===== src/rtl/fetch_tcm_responder_if.sv =====
// Instruction-fetch bus (core side) plus synchronous TCM read port (RAM side)
// seen by fetch_tcm_responder.
interface fetch_tcm_responder_if #(
    parameter int unsigned ADDR_W = 14
);
    logic              mem_i_rd_i;
    logic              mem_i_flush_i;
    logic              mem_i_invalidate_i;
    logic [31:0]       mem_i_pc_i;
    logic              mem_i_accept_o;
    logic              mem_i_valid_o;
    logic              mem_i_error_o;
    logic [63:0]       mem_i_inst_o;
    logic              ram_rd_o;
    logic [ADDR_W-1:0] ram_addr_o;
    logic [63:0]       ram_data_i;

    modport slave (
        input  mem_i_rd_i, mem_i_flush_i, mem_i_invalidate_i, mem_i_pc_i, ram_data_i,
        output mem_i_accept_o, mem_i_valid_o, mem_i_error_o, mem_i_inst_o,
               ram_rd_o, ram_addr_o
    );

    modport master (
        output mem_i_rd_i, mem_i_flush_i, mem_i_invalidate_i, mem_i_pc_i, ram_data_i,
        input  mem_i_accept_o, mem_i_valid_o, mem_i_error_o, mem_i_inst_o,
               ram_rd_o, ram_addr_o
    );
endinterface


===== src/rtl/fetch_tcm_responder.sv =====
// Fixed-latency, in-order instruction-fetch responder in front of a 64-bit TCM,
// with flush support and optional LFSR-driven accept stalls.
module fetch_tcm_responder #(
    parameter logic [31:0] MEM_BASE  = 32'h8000_0000,
    parameter int unsigned MEM_WORDS = 16384,
    parameter int unsigned LATENCY   = 2,
    parameter int unsigned STALL_EN  = 0,
    parameter logic [15:0] LFSR_SEED = 16'hACE1
) (
    input  logic                  clk_i,
    input  logic                  rst_i,
    fetch_tcm_responder_if.slave  bus
);
    localparam int unsigned AW = $clog2(MEM_WORDS);
    localparam int unsigned DW = 64;

    logic [15:0]      lfsr_q;
    logic [LATENCY:1] vld_q;
    logic [LATENCY:1] err_q;
    logic [DW-1:0]    dat_q   [LATENCY:1];
    logic [DW-1:0]    stg_dat [LATENCY:1];
    logic [31:0]      off;
    logic             bad;
    logic             flush;
    logic             take_c;
    logic             out_vld;
    logic             unused_bits;

    // Address decode: out of window or not 32-bit aligned is a bus error
    assign off   = bus.mem_i_pc_i - MEM_BASE;
    assign bad   = (|off[31:AW+3]) | (|bus.mem_i_pc_i[1:0]);
    assign flush = bus.mem_i_flush_i;

    assign bus.mem_i_accept_o = rst_i & ~flush & ((STALL_EN != 0) ? ~lfsr_q[0] : 1'b1);
    assign take_c             = bus.mem_i_rd_i & bus.mem_i_accept_o;
    assign bus.ram_rd_o       = take_c & ~bad;
    assign bus.ram_addr_o     = rst_i ? off[AW+2:3] : '0;

    // pc[2] selects nothing: the whole 64-bit pair is returned
    assign unused_bits = ^{off[2:0], bus.mem_i_invalidate_i};

    // Stall LFSR, x^16+x^14+x^13+x^11
    always_ff @(posedge clk_i or negedge rst_i) begin
        if (!rst_i) begin
            lfsr_q <= LFSR_SEED;
        end else begin
            lfsr_q <= {lfsr_q[0] ^ lfsr_q[2] ^ lfsr_q[3] ^ lfsr_q[5], lfsr_q[15:1]};
        end
    end

    // Stage 1 data is the RAM output itself; later stages are registered copies
    always_comb begin
        stg_dat[1] = err_q[1] ? '0 : bus.ram_data_i;
        for (int k = 2; k <= int'(LATENCY); k++) begin
            stg_dat[k] = dat_q[k-1];
        end
    end

    assign out_vld = vld_q[LATENCY] & ~flush;

    // dat_q[LATENCY] doubles as the hold register for inst between responses
    always_ff @(posedge clk_i or negedge rst_i) begin
        if (!rst_i) begin
            vld_q <= '0;
            err_q <= '0;
            for (int k = 1; k <= int'(LATENCY); k++) begin
                dat_q[k] <= '0;
            end
        end else begin
            vld_q[1] <= take_c;
            err_q[1] <= take_c & bad;
            for (int k = 2; k <= int'(LATENCY); k++) begin
                vld_q[k] <= vld_q[k-1] & ~flush;
                err_q[k] <= err_q[k-1];
            end
            for (int k = 1; k < int'(LATENCY); k++) begin
                if (vld_q[k] & ~flush) dat_q[k] <= stg_dat[k];
            end
            if (out_vld) dat_q[LATENCY] <= stg_dat[LATENCY];
        end
    end

    assign bus.mem_i_valid_o = out_vld;
    assign bus.mem_i_error_o = out_vld & err_q[LATENCY];
    assign bus.mem_i_inst_o  = out_vld ? stg_dat[LATENCY] : dat_q[LATENCY];

endmodule


===== src/flat_wrapper.sv =====
// flat-port wrapper written by rule: the top's interface ports become plain ports
module fetch_tcm_responder_flat 
#(
    parameter logic [31:0] MEM_BASE  = 32'h8000_0000,
    parameter int unsigned MEM_WORDS = 16384,
    parameter int unsigned LATENCY   = 2,
    parameter int unsigned STALL_EN  = 0,
    parameter logic [15:0] LFSR_SEED = 16'hACE1
)
  (clk_i, rst_i, bus_mem_i_rd_i, bus_mem_i_flush_i, bus_mem_i_invalidate_i, bus_mem_i_pc_i, bus_ram_data_i, bus_mem_i_accept_o, bus_mem_i_valid_o, bus_mem_i_error_o, bus_mem_i_inst_o, bus_ram_rd_o, bus_ram_addr_o);
  fetch_tcm_responder_if #(.ADDR_W(14)) bus_i ();
  input  logic clk_i;
  input  logic rst_i;
  input wire logic [$bits(bus_i.mem_i_rd_i)-1:0] bus_mem_i_rd_i;
  input wire logic [$bits(bus_i.mem_i_flush_i)-1:0] bus_mem_i_flush_i;
  input wire logic [$bits(bus_i.mem_i_invalidate_i)-1:0] bus_mem_i_invalidate_i;
  input wire logic [$bits(bus_i.mem_i_pc_i)-1:0] bus_mem_i_pc_i;
  input wire logic [$bits(bus_i.ram_data_i)-1:0] bus_ram_data_i;
  output wire logic [$bits(bus_i.mem_i_accept_o)-1:0] bus_mem_i_accept_o;
  output wire logic [$bits(bus_i.mem_i_valid_o)-1:0] bus_mem_i_valid_o;
  output wire logic [$bits(bus_i.mem_i_error_o)-1:0] bus_mem_i_error_o;
  output wire logic [$bits(bus_i.mem_i_inst_o)-1:0] bus_mem_i_inst_o;
  output wire logic [$bits(bus_i.ram_rd_o)-1:0] bus_ram_rd_o;
  output wire logic [$bits(bus_i.ram_addr_o)-1:0] bus_ram_addr_o;
  assign bus_i.mem_i_rd_i = bus_mem_i_rd_i;
  assign bus_i.mem_i_flush_i = bus_mem_i_flush_i;
  assign bus_i.mem_i_invalidate_i = bus_mem_i_invalidate_i;
  assign bus_i.mem_i_pc_i = bus_mem_i_pc_i;
  assign bus_i.ram_data_i = bus_ram_data_i;
  assign bus_mem_i_accept_o = bus_i.mem_i_accept_o;
  assign bus_mem_i_valid_o = bus_i.mem_i_valid_o;
  assign bus_mem_i_error_o = bus_i.mem_i_error_o;
  assign bus_mem_i_inst_o = bus_i.mem_i_inst_o;
  assign bus_ram_rd_o = bus_i.ram_rd_o;
  assign bus_ram_addr_o = bus_i.ram_addr_o;
  fetch_tcm_responder #(.MEM_BASE(MEM_BASE), .MEM_WORDS(MEM_WORDS), .LATENCY(LATENCY), .STALL_EN(STALL_EN), .LFSR_SEED(LFSR_SEED)) u_core (.clk_i(clk_i), .rst_i(rst_i), .bus(bus_i));
endmodule

===== config.mk =====
export PLATFORM = sky130hd
export DESIGN_NAME = fetch_tcm_responder_flat
export DESIGN_NICKNAME = d
export VERILOG_FILES = /design/src/rtl/fetch_tcm_responder_if.sv /design/src/rtl/fetch_tcm_responder.sv /design/src/flat_wrapper.sv
export SDC_FILE = /design/constraint.sdc
export NUM_CORES = 1
export LEC_CHECK = 0
export ABC_AREA = 1
export CAP_MARGIN = 0
export CORE_MARGIN = 10
export CORE_UTILIZATION = 50
export CTS_BUF_LIST = sky130_fd_sc_hd__clkbuf_4
export DETAILED_ROUTE_END_ITERATION = 10
export GPL_ROUTABILITY_DRIVEN = 0
export PLACE_DENSITY = 0.83
export SETUP_SLACK_MARGIN = 0.15
export SYNTH_ARGS = -nofsm -noshare
export SYNTH_HDL_FRONTEND = slang
export SYNTH_SLANG_ARGS = --single-unit

===== constraint.sdc =====
create_clock -name clk_i -period 2.4 [get_ports clk_i]
set_input_delay 0.36 -clock clk_i [delete_from_list [all_inputs] [get_ports clk_i]]
set_output_delay 0.36 -clock clk_i [all_outputs]
set_load 0.02 [all_outputs]

-- Word-level counts from Yosys, hierarchy flattened
Index checks and enable logic that the tools add are counted.
- bitwise operators: 10
- reductions and logical operators: 2
- add/sub/neg operators: 1
- mux-type cells: 3
- operators with widths (cell ; count):
    $mux W64 ; 2
    $sub A32 B32 Y32 const B ; 1
    $reduce_or A15 Y1 ; 1
    $mux W14 ; 1
    $and A1 B1 Y1 ; 7
    $not A1 Y1 ; 2
    $reduce_or A2 Y1 ; 1
    $or A1 B1 Y1 ; 1
- word-level logic and storage cells: 20
- input bits: 101
- output and inout port bits: 82
- flip-flop bits (word level): 132

-- Longest topological paths before layout
Gate-level depths: netlist of the first run.
- word-level depth: 5
- gate-level depth with buffers: 6
- gate-level depth less buffers: 6

-- Worst setup path after synthesis of the first run
Ideal clock, no wire load.
- kind: input -> output
- start point: input bus_mem_i_flush_i
- end point: output bus_mem_i_inst_o[0]
- required time: 2.040 ns
- arrival time: 1.248 ns
- path buffers: 2
- stages: 5
- path slack: 0.792 ns
- cell sequence: inv_2 -> nand2_2 -> buf_8 -> buf_6 -> o21ai_0
- word-level cells in the longest chain between the ends: 3
- ends and longest elaborated chain (item ; line ; source):
    from (decl) ; flat_wrapper.sv:15 ; input wire logic [$bits(bus_i.mem_i_flush_i)-1:0] bus_mem_i_flush_i;
    $not A1 Y1 ; fetch_tcm_responder.sv:59 ; assign out_vld = vld_q[LATENCY] & ~flush;
    $and A1 B1 Y1 ; fetch_tcm_responder.sv:59 ;
    $mux W64 ; n/a ;
    to (decl) ; flat_wrapper.sv:22 ; output wire logic [$bits(bus_i.mem_i_inst_o)-1:0] bus_mem_i_inst_o;
Every way passes these cells.

-- Worst setup path in the final report of the first run
- start point: register u_core.vld_q[2] (netlist name)
- end point: output bus_mem_i_inst_o[62]
- word-level cells in the longest chain between the ends: 2
- ends and longest elaborated chain (item ; line ; source):
    from (decl) ; fetch_tcm_responder.sv:18 ; logic [LATENCY:1] vld_q;
    from (signal, indexed assignment) ; fetch_tcm_responder.sv:73 ; vld_q[k] <= vld_q[k-1] & ~flush;
    $and A1 B1 Y1 ; fetch_tcm_responder.sv:59 ;
    $mux W64 ; n/a ;
Every way passes these cells.

==> results_dict.tcl, run 1 <==
set metrics [dict create \
    numCtsBuffers 17 \
    wire_per_inst_um 16.2 \
    synth_top_area_share_pct 62.7 \
    power.share.clock_pct 24.3 \
    crit_path_start "u_core.vld_q[2]$_DFF_PN0_" \
    layout-drive-gt1-share_pct 16.1 \
    syn-mean-instance-area_um2 9.69 \
    vias 4322 \
    core-area_mm2 0.0103 \
    power_w 0.00584 \
    dieArea_mm2 0.0150 \
    arrival_ns 1.80 \
    path_class "flip-flop to primary output" \
    crit_path_end_kind "primary output" \
    hold_class "input port to flip-flop" \
    clkSinkCount 132 \
    finalHoldViolations 0 \
    cp_max_fo 24 \
    combPwrFrac_pct 27.4 \
    clk_pin_slew_ns 0.11 \
    grt_use_total_pct 18.9 \
    syn_inst 544 \
    maxCapViolCount 0 \
    power_density_mw_per_mm2 808 \
    outcome "finished, final reports clean" \
    grt.busiest_layer "met2" \
    fmax_mhz 464 \
    cts_setup_buffers 0 \
    initial_core_util_pct 51.3 \
    grt_max_degree 79 \
    drtAntennaViolNets 0 \
    ys_ff_latch 132 \
    fillers 810 \
    port_buffers 180 \
    min_period_over_period_pct 89.8 \
    sequentialPowerShare_pct 48.2 \
    cts_max_level 4 \
    met2_usage_pct 31.1 \
    synth_seq_area_share_pct 62.7 \
    synth_cell_types 18 \
    fin_skew_ns 0.0164 \
    p_int_w 0.00393 \
    p_sw_w 0.00191 \
    period_minus_slack_ns 2.16 \
    crit_path_top_delay_cell "dfrtp_1" \
    crit_required_ns 2.04 \
    layout.nets 832 \
    switching_share_pct 32.7 \
    wirelength_um 14300 \
    fin_util_pct 70.4 \
    crit_path_max_incr_delay_ns 0.38 \
    io_pins 183 \
    routed_via_density 4.91 \
    clk_path_buf_depth 2 \
    hpwl_um 10300 \
    cp-start-kind "flip-flop" \
    crit_chain "nand2_4, buf_12, o21ai_0, clkdlybuf4s15_2" \
    insertion_delay_ns 0.51 \
    rows 37 \
    fin_cells 881 \
    peakVddDrop_v 0.000413 \
    grt_use_met3_pct 8.82 \
    r2r_slack_ns 0.81 \
    rsz0062_at_grt "yes" \
    drv_slew 0 \
    netlist_area_mm2 0.00527 \
    p_leak_nw 3.55 \
    grt-ovfl-total 0 \
    worst_slack_ns 0.245 \
    tightest_slew_ns 0.738 \
    critPathTopFamily "buffers and inverters" \
    ff_latch_area_mm2 0.00330 \
    first_global_vias 4533 \
    finalSetupViolations 0 \
    relSlewSlack_pct 50.8 \
    syn2layout_area_growth_pct 37.2 \
    worstHoldStart "rst_i" \
    place_ws_ns -0.146 \
    antenna_found_initial 1 \
    detail_route.first_pass.iterations 4 \
    drc 0 \
    synth_nets 645 \
    r2r_start "u_core.err_q[1]$_DFF_PN0_" \
    dp_cells 845 \
    initialDrtViolationCount 319 \
    multi_input_area_mm2 0.00136 \
    critical_path_buf_inv_count 2 \
    use_met1_pct 21.1 \
    grt_pass1_wl_um 22400 \
    yosysTopAreaCell "dfrtp_1" \
    synthTopCellsByArea "dfrtp_1, o21ai_0, nand3_1, inv_1, nand2_1" \
    die_w_um 123 \
    ys_warn_count 0 \
    cts_tree "yes" \
    die_h_um 123 \
    cts-root-buf "clkbuf_4" \
]
==> cells by family after synthesis <==
kind of cell | Yosys count | synth area share, %
buf+inv | 121 | 11.7
flops | 132 | 62.7
simple gates | 163 | 13.5
compound gates | 128 | 12.2
==> per-layer routing <==
layer / wire length, um / part of all wire, %
met5: 0 / 0
met4: 174 / 1.2
met3: 1390 / 9.7
met2: 6960 / 49
met1: 5750 / 40
==> power by group through the flow <==
stage	clock network, W	registers, W	logic, W
floorplan	0	0.00282	0.000888
global placement	0	0.00284	0.00178
detailed placement	0	0.00286	0.00184
CTS	0.00146	0.00282	0.00172
global route	0.00155	0.00286	0.00178
finish	0.00142	0.00282	0.00160
==> state kept, by name, summed over array words and instances, names as in the netlist <==
| register | count |
|---|---|
| u_core.err_q | 2 |
| u_core.dat_q | 128 |
| u_core.vld_q | 2 |
==> repair_timing <==
item,in CTS,in global routing
hold buffers,2,0
pin swaps,0,0
hold endpoints to repair,71,0
resized for setup,158,114
setup endpoints to repair,67,65
gates cloned,0,1
==> worst reg2reg max path: stages (launching register included) <==
cell     delay, ns
dfrtp_1       0.42
inv_2         0.52
buf_4         0.35
nand3_1       0.10
o21ai_1       0.12
==> layout make-up <==
type                    instances  area share [%]
flip-flops and latches        132            45.7
repair buffers                203            25.0
multi-input cells             291            18.7
inverters                      86            4.46
well taps                     136            2.35
clock inverters                14            1.90
clock buffers                  18            1.87
diodes                          1          0.0346
==> cells in the mapped netlist (all sizes together) <==
cell type / n
dfrtp: 132
o21ai: 128
inv: 86
nand2: 84
nand3: 65
buf: 27
nor2: 12
clkbuf: 8
nor3b: 1
or2: 1
==> metrics by stage <==
step                      cell area, um2  setup TNS (ns)  hold WS [ns]
final                               7230               0         0.258
after CTS                           7430               0         0.206
after global routing                7230               0         0.247
after detailed placement            7140           -4.87         0.207
after floorplan                     5270               0        0.0644
after global placement              7140           -3.50         0.204
==> path summary, 6_finish.rpt <==
path / to / depth (start not counted)
worst max-delay path: bus_mem_i_inst_o[62] / 4
max in group asynchronous: u_core.dat_q[44]$_DFFE_PN0P_ / 4
worst min register to register: u_core.err_q[2]$_DFF_PN0_ / 0
worst min-delay path: u_core.vld_q[1]$_DFF_PN0_ / 5
worst max register to register: u_core.dat_q[8]$_DFFE_PN0P_ / 4
min in group asynchronous: u_core.dat_q[19]$_DFFE_PN0P_ / 2
==> placed cells by master, fill, tap and decap left out, types with 2 or more instances in the layout <==
master / n
dfrtp_1: 132
clkdlybuf4s15_2: 13
buf_6: 2
inv_2: 2
buf_12: 3
clkinv_1: 2
clkdlybuf4s50_1: 111
nand2_1: 83
buf_4: 16
inv_1: 84
dlygate4sd2_1: 3
nor2_1: 11
nand3_1: 65
o21ai_1: 59
clkinv_2: 3
bufinv_16: 2
o21ai_0: 69
buf_2: 12
dlygate4sd3_1: 2
clkbuf_4: 18
clkinvlp_4: 5
clkbuf_2: 38
(Power assumes the default switching activity.)
==> inputs of run 2 (changes only) <==
CELL_PAD_IN_SITES_DETAIL_PLACEMENT = 0   (was unset)
CELL_PAD_IN_SITES_GLOBAL_PLACEMENT = 1   (was unset)
CORE_UTILIZATION = 37   (was 50)
==> run 2 against run 1 <==
Against the previous run:
- combinational power grew 4%
- clock power grew 20%
- worst hold slack lost 0.13 ns
- via count shrank 1.1%
- count of clock-buffer cells in the layout grew 2
- power grew 5.7%
- critical endpoint is now bus_mem_i_inst_o[27]
- largest cell class unchanged
- largest power group unchanged
==> results_dict.tcl, run 2 (synthesis gave the netlist of run 1 again) <==
set metrics [dict create \
    dieArea_mm2 0.0194 \
    first_global_vias 4430 \
    antenna_found_initial 0 \
    initialDrtViolationCount 165 \
    timing.hold.ws_ns 0.125 \
    worst_slack_ns 0.228 \
    path_class "flip-flop to primary output" \
    rows 43 \
    detail_route.first_pass.iterations 5 \
    r2r_start "u_core.err_q[1]$_DFF_PN0_" \
    die_w_um 139 \
    power_density_mw_per_mm2 832 \
    port_buffers 180 \
    wire_per_inst_um 15.2 \
    numCtsBuffers 17 \
    dp_cells 895 \
    fin_cells 928 \
    drv_slew 0 \
    path_depth 5 \
    critPathTopFamily "buffers and inverters" \
    outcome "finished, final reports clean" \
    crit_chain "nand2_4, buf_12, nand2_1, o21ai_1, clkdlybuf4s15_2" \
    grt_pass1_wl_um 22600 \
    clk_pin_slew_ns 0.11 \
    layout-drive-gt1-share_pct 16.8 \
    p_leak_nw 3.61 \
    r2r_slack_ns 0.92 \
    layout.nets 836 \
    grt_use_total_pct 14.3 \
    cp_max_fo 39 \
    vias 4276 \
    relSlewSlack_pct 44.5 \
    crit_path_max_incr_delay_ns 0.41 \
    crit_path_top_delay_cell "dfrtp_1" \
    place_ws_ns -0.177 \
    peakVddDrop_v 0.000331 \
    crit_required_ns 2.04 \
    multi_input_area_mm2 0.00136 \
    cts-root-buf "clkbuf_4" \
    grt_max_degree 72 \
    finalSetupViolations 0 \
    crit_path_start "u_core.vld_q[2]$_DFF_PN0_" \
    maxCapViolCount 0 \
    fin_util_pct 53.3 \
    crit_path_end_kind "primary output" \
    hpwl_um 10100 \
    cts_tree "yes" \
    ff2ff_path_depth 4 \
    fin_skew_ns 0.0100 \
    fillers 1305 \
    crit_end "bus_mem_i_inst_o[27]" \
    final_common_cell "dfrtp_1" \
    period_minus_slack_ns 2.17 \
    hold_class "input port to async pin" \
    arrival_ns 1.81 \
    fmax_mhz 460 \
    finalHoldViolations 0 \
    layout_common_cells "dfrtp_1, clkdlybuf4s50_1, inv_1" \
    routed_via_density 4.61 \
    drc 0 \
    r2r_end "u_core.dat_q[9]$_DFFE_PN0P_" \
    wirelength_um 14100 \
    core-area_mm2 0.0139 \
    insertion_delay_ns 0.51 \
    clkSinkCount 132 \
    ff_latch_area_mm2 0.00330 \
    tightest_slew_ns 0.832 \
    cts_max_level 4 \
    initial_core_util_pct 37.8 \
    drtAntennaViolNets 0 \
    io_pins 183 \
    diodes 0 \
    syn2layout_area_growth_pct 40.9 \
    top_register "u_core.dat_q" \
    die_h_um 139 \
    critical_path_buf_inv_count 2 \
    top_regs "u_core.dat_q (128), u_core.err_q (2), u_core.vld_q (2)" \
    fin_area_mm2 0.00743 \
    grt-ovfl-total 0 \
    min_period_over_period_pct 90.5 \
    rsz0062_at_grt "yes" \
    clk_path_buf_depth 2 \
    cp-start-kind "flip-flop" \
    largest_register_ffs 128 \
    place_area_mm2 0.00727 \
]
[run 2: worst min-delay path by stage]
| stage | start | end | slack [ns] | depth (start not counted) |
|---|---|---|---|---|
| after CTS | rst_i | u_core.dat_q[18]$_DFFE_PN0P_ | 0.1 | 3 |
| after global routing | rst_i | u_core.dat_q[24]$_DFFE_PN0P_ | 0.14 | 3 |
| after global placement | rst_i | u_core.dat_q[3]$_DFFE_PN0P_ | 0.20 | 1 |
| after detailed placement | rst_i | u_core.dat_q[67]$_DFF_PN0_ | 0.20 | 1 |
| after floorplan | rst_i | u_core.dat_q[0]$_DFFE_PN0P_ | 0.06 | 0 |
| final | rst_i | u_core.dat_q[24]$_DFFE_PN0P_ | 0.12 | 3 |
[run 2: worst reg2reg max path: cells and delay by family, from the launching register on]
family | cells | cell delay, ns
AND/OR/NAND/NOR | 1 | 0.13
AO/OA/AOI/OAI | 1 | 0.11
buffers and inverters | 2 | 0.77
flip-flops | 1 | 0.40
[run 2: cell type report]
cell class	count	share of cell area [%]
sequential	132	44.5
inverter	86	4.35
tap	180	3.03
clock buffer	20	2.02
timing repair buffer	207	25.4
multi-input combinational	291	18.2
clock inverter	12	2.49
[run 2: repair_timing]
item | in CTS | in global routing
endpoints found under the hold margin | 22 | 0
hold buffers | 1 | 0
buffers inserted | 0 | 0
gates cloned | 0 | 0
gates resized for setup | 220 | 76
setup endpoints to repair | 67 | 63
[run 2: power breakdown]
| part | leakage, nW | switching, W | internal, W | total [W] |
|---|---|---|---|---|
| clock | 0.182 | 0.000753 | 0.000953 | 0.00171 |
| sequential | 1.68 | 0.000127 | 0.00268 | 0.00281 |
| combinational | 1.75 | 0.000977 | 0.000682 | 0.00166 |
| total | 3.61 | 0.00186 | 0.00432 | 0.00618 |
[run 2: per-layer routing]
layer	share of wire, %	wire length, um	track usage [%]
met1	43	6090	17.1
met2	45	6300	21.3
met3	11	1570	8.03
met4	1.1	156	4.94
met5	0	0	0
[run 2: metrics by stage]
step / TNS (ns) / power (W)
2_1_floorplan: 0 / 0.00371
6_report: 0 / 0.00618
5_1_grt: 0 / 0.00656
3_3_place_gp: -3.56 / 0.00467
4_1_cts: 0 / 0.00637
3_5_place_dp: -4.44 / 0.00473
